[src/rtl/systolic_pkg.sv]
// Shared types and constants for the systolic array feed controller.
package systolic_pkg;

  typedef enum logic [2:0] {
    S_IDLE,
    S_CLEAR,
    S_FEED,
    S_SKEW,
    S_DRAIN,
    S_DONE
  } state_e;

  localparam int          DW_DEF       = 32;
  localparam logic [31:0] ZERO_OPERAND = 32'h0;

endpackage

[src/rtl/skew_delay_line.sv]
// Data+valid shift register of DEPTH stages; emits zero for invalid slots.
module skew_delay_line
  import systolic_pkg::*;
#(
  parameter int DEPTH = 1,
  parameter int DW    = DW_DEF
) (
  input  logic          clk,
  input  logic          reset,
  input  logic [DW-1:0] in_data,
  input  logic          in_vld,
  output logic [DW-1:0] out_data
);

  localparam logic [DW-1:0] ZERO = DW'(ZERO_OPERAND);

  if (DEPTH == 0) begin : g_wire
    logic unused_clk_rst;
    assign unused_clk_rst = &{1'b0, clk, reset};
    assign out_data = in_vld ? in_data : ZERO;
  end else begin : g_line
    logic [DW-1:0]    data_q [DEPTH];
    logic [DW-1:0]    data_d [DEPTH];
    logic [DEPTH-1:0] vld_q;
    logic [DEPTH-1:0] vld_d;

    // Gate at the input so every stage already holds +0.0 in idle slots.
    always_comb begin
      data_d[0] = in_vld ? in_data : ZERO;
      vld_d     = '0;
      vld_d[0]  = in_vld;
      for (int s = 1; s < DEPTH; s++) begin
        data_d[s] = data_q[s-1];
        vld_d[s]  = vld_q[s-1];
      end
    end

    always_ff @(posedge clk) begin
      if (reset) begin
        for (int s = 0; s < DEPTH; s++) data_q[s] <= ZERO;
        vld_q <= '0;
      end else begin
        data_q <= data_d;
        vld_q  <= vld_d;
      end
    end

    assign out_data = vld_q[DEPTH-1] ? data_q[DEPTH-1] : ZERO;
  end

endmodule

[src/rtl/systolic_feed_ctrl.sv]
// Sequences one N x N multiply: clear PEs, stream skewed A columns / B rows, drain, done.
//   state   | meaning
//   IDLE    | waiting for start
//   CLEAR   | one-cycle accumulator clear
//   FEED    | read A column k / B row k, k = 0..N-1
//   SKEW    | read latency plus skew tail leaves the delay lines
//   DRAIN   | DRAIN_CYC cycles for the array to settle
//   DONE    | one-cycle done pulse
module systolic_feed_ctrl
  import systolic_pkg::*;
#(
  parameter int N         = 4,
  parameter int DW        = DW_DEF,
  parameter int DRAIN_CYC = 8,
  parameter int KW        = $clog2(N)
) (
  input  logic          clk,
  input  logic          reset,
  input  logic          start,
  output logic          busy,
  output logic          done,
  output logic          pe_clr,
  output logic          mem_rd_en,
  output logic [KW-1:0] mem_k,
  input  logic [N*DW-1:0] a_col,
  input  logic [N*DW-1:0] b_row,
  output logic [N*DW-1:0] pe_a,
  output logic [N*DW-1:0] pe_b
);

  localparam int CNT_MAX = (N > DRAIN_CYC) ? N : DRAIN_CYC;
  localparam int CW      = $clog2(CNT_MAX + 1);

  state_e        state_q, state_d;
  logic [CW-1:0] cnt_q, cnt_d;
  logic [KW-1:0] k_q, k_d;
  logic          rd_vld_q, rd_vld_d;

  always_comb begin
    state_d   = state_q;
    cnt_d     = cnt_q;
    k_d       = k_q;
    busy      = (state_q != S_IDLE);
    done      = 1'b0;
    pe_clr    = 1'b0;
    mem_rd_en = 1'b0;
    case (state_q)
      S_IDLE:  if (start) state_d = S_CLEAR;
      S_CLEAR: begin
        pe_clr  = 1'b1;
        k_d     = '0;
        state_d = S_FEED;
      end
      S_FEED: begin
        mem_rd_en = 1'b1;
        if (k_q == KW'(N - 1)) begin
          k_d     = '0;
          cnt_d   = CW'(N - 1);
          state_d = S_SKEW;
        end else begin
          k_d = k_q + 1'b1;
        end
      end
      S_SKEW: begin
        if (cnt_q == '0) begin
          cnt_d   = CW'(DRAIN_CYC - 1);
          state_d = S_DRAIN;
        end else begin
          cnt_d = cnt_q - 1'b1;
        end
      end
      S_DRAIN: begin
        if (cnt_q == '0) state_d = S_DONE;
        else             cnt_d   = cnt_q - 1'b1;
      end
      S_DONE: begin
        done    = 1'b1;
        state_d = S_IDLE;
      end
      default: state_d = S_IDLE;
    endcase
    rd_vld_d = mem_rd_en;
  end

  always_ff @(posedge clk) begin
    if (reset) begin
      state_q  <= S_IDLE;
      cnt_q    <= '0;
      k_q      <= '0;
      rd_vld_q <= 1'b0;
    end else begin
      state_q  <= state_d;
      cnt_q    <= cnt_d;
      k_q      <= k_d;
      rd_vld_q <= rd_vld_d;
    end
  end

  assign mem_k = k_q;

  // Buffer data lands one cycle after the strobe; rd_vld_q marks it.
  for (genvar i = 0; i < N; i++) begin : g_lane
    skew_delay_line #(.DEPTH(i), .DW(DW)) u_skew_a (
      .clk      (clk),
      .reset    (reset),
      .in_data  (a_col[i*DW +: DW]),
      .in_vld   (rd_vld_q),
      .out_data (pe_a[i*DW +: DW])
    );
    skew_delay_line #(.DEPTH(i), .DW(DW)) u_skew_b (
      .clk      (clk),
      .reset    (reset),
      .in_data  (b_row[i*DW +: DW]),
      .in_vld   (rd_vld_q),
      .out_data (pe_b[i*DW +: DW])
    );
  end

endmodule

[config.mk]
export PLATFORM = sky130hd
export DESIGN_NAME = systolic_feed_ctrl
export DESIGN_NICKNAME = d
export VERILOG_FILES = /design/src/rtl/systolic_pkg.sv /design/src/rtl/skew_delay_line.sv /design/src/rtl/systolic_feed_ctrl.sv
export SDC_FILE = /design/constraint.sdc
export NUM_CORES = 1
export LEC_CHECK = 0
export CAP_MARGIN = 10
export CELL_PAD_IN_SITES_DETAIL_PLACEMENT = 0
export CELL_PAD_IN_SITES_GLOBAL_PLACEMENT = 1
export CORE_MARGIN = 10
export CORE_UTILIZATION = 32
export DETAILED_ROUTE_END_ITERATION = 10
export GPL_TIMING_DRIVEN = 0
export PLACE_DENSITY_LB_ADDON = 0.12
export SLEW_MARGIN = 20
export SYNTH_ARGS = -nofsm -noshare
export SYNTH_HDL_FRONTEND = slang
export SYNTH_SLANG_ARGS = --single-unit
[constraint.sdc]
create_clock -name clk -period 1.6 [get_ports clk]
set_input_delay 0.24 -clock clk [delete_from_list [all_inputs] [get_ports clk]]
set_output_delay 0.24 -clock clk [all_outputs]
set_load 0.005 [all_outputs]
==> metrics.yaml <==
die:
  die-height_um: 218
  ios: 521
  die_w_um: 218
  coreArea_mm2: 0.0387
  dieArea_mm2: 0.0476
  rows: 72
  start_util_pct: 32.4
grt:
  grt_pass1_wl_mm: 64.0
  overflow: 0
  met1_usage_pct: 19.4
  use_met3_pct: 8.38
  track_usage_pct: 18.1
  top_usage_layer: "met2"
  use_met2_pct: 31.5
  antenna_found_initial: 9
  grt_max_degree: 14
  grt_pass1_vias: 9841
outcome:
  violations: "setup timing"
  status: "finished, violations left"
worst_setup_path:
  crit_fanout: 7
  path_class: "reg2out"
  worst_setup_path_start_kind: "register"
  slowest_delay_ps: 360
  crit_required_ps: 1360
  cp_cell_sequence: "clkbuf_16, buf_8, clkbuf_16, and2_4, buf_6"
  end_kind: "output pin"
  critical_path_arrival_ps: 1600
  critPathTopFamily: "buffers and inverters"
  crit_top_cell: "clkbuf_16"
  crit_buf_inv: 4
  cp_slowest_cell: "dfxtp_4"
clock_tree:
  hold_buffers: 0
  numCtsBuffers: 43
  tritoncts: "built"
  cts_sinks: 397
  clk_pin_slew_worst_paths_ps: 60
  clk_latency_ps: 540
  cts-root-buf: "clkbuf_16"
  htreeDepth: 2
  clk_path_buf_depth: 3
final_layout:
  final_cell_mix: "dfxtp_1 (389), clkdlybuf4s50_1 (257), buf_6 (256)"
  final_net_count: 2043
  drive_gt1_share_pct: 37.5
  mostFrequentLayoutCell: "dfxtp_1"
  utilization_pct: 56.8
  area_delta_synth_final_pct: 75.0
routing:
  drtAntennaViolNets: 0
  drt_first_pass_iters: 4
  vias: 9496
  drt-total-wl_mm: 45.3
  drc: 0
  wire_per_inst_um: 19.4
  viasPerCell: 4.06
  drtIter0Drc: 283
sta:
  max_freq_mhz: 545
  final-max-slew-violation-count: 0
  fin_crit_ps: 1840
  relSlewSlack_pct: 55.6
  hold_viol: 0
  rsz0062_at_grt: "yes"
  layout_setup_ws_ps: -236
  fin_hold_ws_ps: 249
  worst_slew_pin_slew_ps: 665
  fin_worst_skew_ps: 17.2
  setup-violations-final: 251
  finalCritPeriodShare_pct: 115
synthesis:
  seq_area_frac_synth_pct: 63.2
  syn_nets: 1422
  async_flop_share_pct: 0
  syn_avg_cell_area_um2: 10.8
  synth-edff-count: 0
  ys_types: 30
  synth-seq-cells: 397
  synthFlopType: "dfxtp_1"
  syn_area_mm2: 0.0126
  ys_warn_count: 0
  syn-instance-count: 1161
power:
  p_comb_share_pct: 6.5
  peakVddDrop_v: 0.000795
  sequentialPowerShare_pct: 45.4
  powerDensity_mw_per_mm2: 1010
  p_sw_mw: 4.47
  swShare_pct: 20.2
  leakage_nw: 9.49
  p_clk_share_pct: 48.1
  p_int_mw: 17.7
place:
  gp_congestion: 0.816
  dp_hpwl_mm: 34.0
  pre_cts_slack_ps: -820
  port_buffers: 519
min_path:
  hold_path.class: "in2reg"
flow_run:
  maxCapViolCount: 0
==> power by group through the flow <==
stage / Combinational [mW] / Clock (mW) / Sequential (mW)
CTS: 1.36 / 10.9 / 10.0
detailed placement: 1.18 / 0 / 10.3
finish: 1.44 / 10.6 / 10.0
global route: 1.54 / 11.3 / 10.1
floorplan: 0.309 / 0 / 10.2
global placement: 1.17 / 0 / 10.3
==> cells in the mapped netlist (2+ instances only) <==
library cell / number / area [um2]
inv_1: 4 / 15.0
a21oi_1: 2 / 10.0
nor3b_1: 3 / 22.5
and2_1: 448 / 2800
o211ai_1: 2 / 15.0
dfxtp_1: 397 / 7950
a211oi_1: 2 / 15.0
clkbuf_1: 71 / 267
nor3b_2: 2 / 25.0
buf_2: 2 / 10.0
a22oi_1: 3 / 22.5
nor2b_1: 196 / 1230
a31oi_1: 2 / 12.5
ha_1: 2 / 25.0
nor2_1: 9 / 33.8
or3_1: 2 / 12.5
==> registers in the layout (all words and copies together) (netlist names) <==
signal,count
cnt_q,4
g_lane.u_skew_a.g_line.data_d,96
g_lane.u_skew_a.g_line.data_q,96
g_lane.u_skew_a.g_line.vld_q,3
g_lane.u_skew_b.g_line.data_d,96
g_lane.u_skew_b.g_line.data_q,96
mem_k,2
rd_vld_q,1
state_q,3
==> area by class of cell <==
type                       count  area [um2]
fill                        3413       16700
sequential                   397        7970
timing repair buffer         578        6170
multi-input combinational    686        4940
clock buffer                  61        1270
buffer                        72         687
tap                          518         648
clock inverter                16         275
inverter                       4        17.5
antenna                        6        15.0
==> stage by stage <==
step	instance area, um2	TNS, ps	power (mW)	instances
floorplan	12600	0	10.6	1161
global placement	18400	-224710	11.4	2198
detailed placement	18400	-228650	11.4	2198
CTS	21100	-44860	22.3	2326
global route	22000	-46520	22.9	2334
finish	22000	-32480	22.1	2338
==> logic make-up after synthesis <==
| logic type | count (synthesis) | synth area share [%] |
|---|---|---|
| AO/OA/AOI/OAI | 15 | 0.866 |
| AND/OR/NAND/NOR | 668 | 33.2 |
| flip-flops | 397 | 63.2 |
| adder cells (fa/ha/maj) | 2 | 0.199 |
| multiplexers | 1 | 0.0796 |
| buffers and inverters | 78 | 2.41 |
==> metal layers <==
| layer | wire length (um) | part of all wire (%) | vias up |
|---|---|---|---|
| met1 | 17100 | 38 | 4369 |
| li1 | - | - | 4765 |
| met5 | 50 | 0.11 | - |
| met4 | 794 | 1.8 | 8 |
| met3 | 4440 | 9.8 | 56 |
| met2 | 22900 | 51 | 298 |
==> timing repair <==
| action | in CTS | in global routing |
|---|---|---|
| pin swaps | 2 | 4 |
| setup endpoints to repair | 345 | 381 |
| cloned | 21 | 2 |
| buffers inserted | 31 | 8 |
| resized for setup | 1525 | 247 |
==> path summary, 6_finish.rpt <==
path              depth (start not counted)                                start                                    to  slack [ps]
setup reg to reg                          5                           state_q[2]                              cnt_q[2]          50
hold reg to reg                           1  g_lane[2].u_skew_b.g_line.data_d[1]   g_lane[2].u_skew_b.g_line.data_q[1]         420
hold / removal                            2                           b_row[101]  g_lane[3].u_skew_b.g_line.data_d[37]         250
setup / recovery                          5   g_lane[3].u_skew_a.g_line.vld_q[0]                              pe_a[48]        -240
No activity file was read; power rests on OpenSTA's default activity.
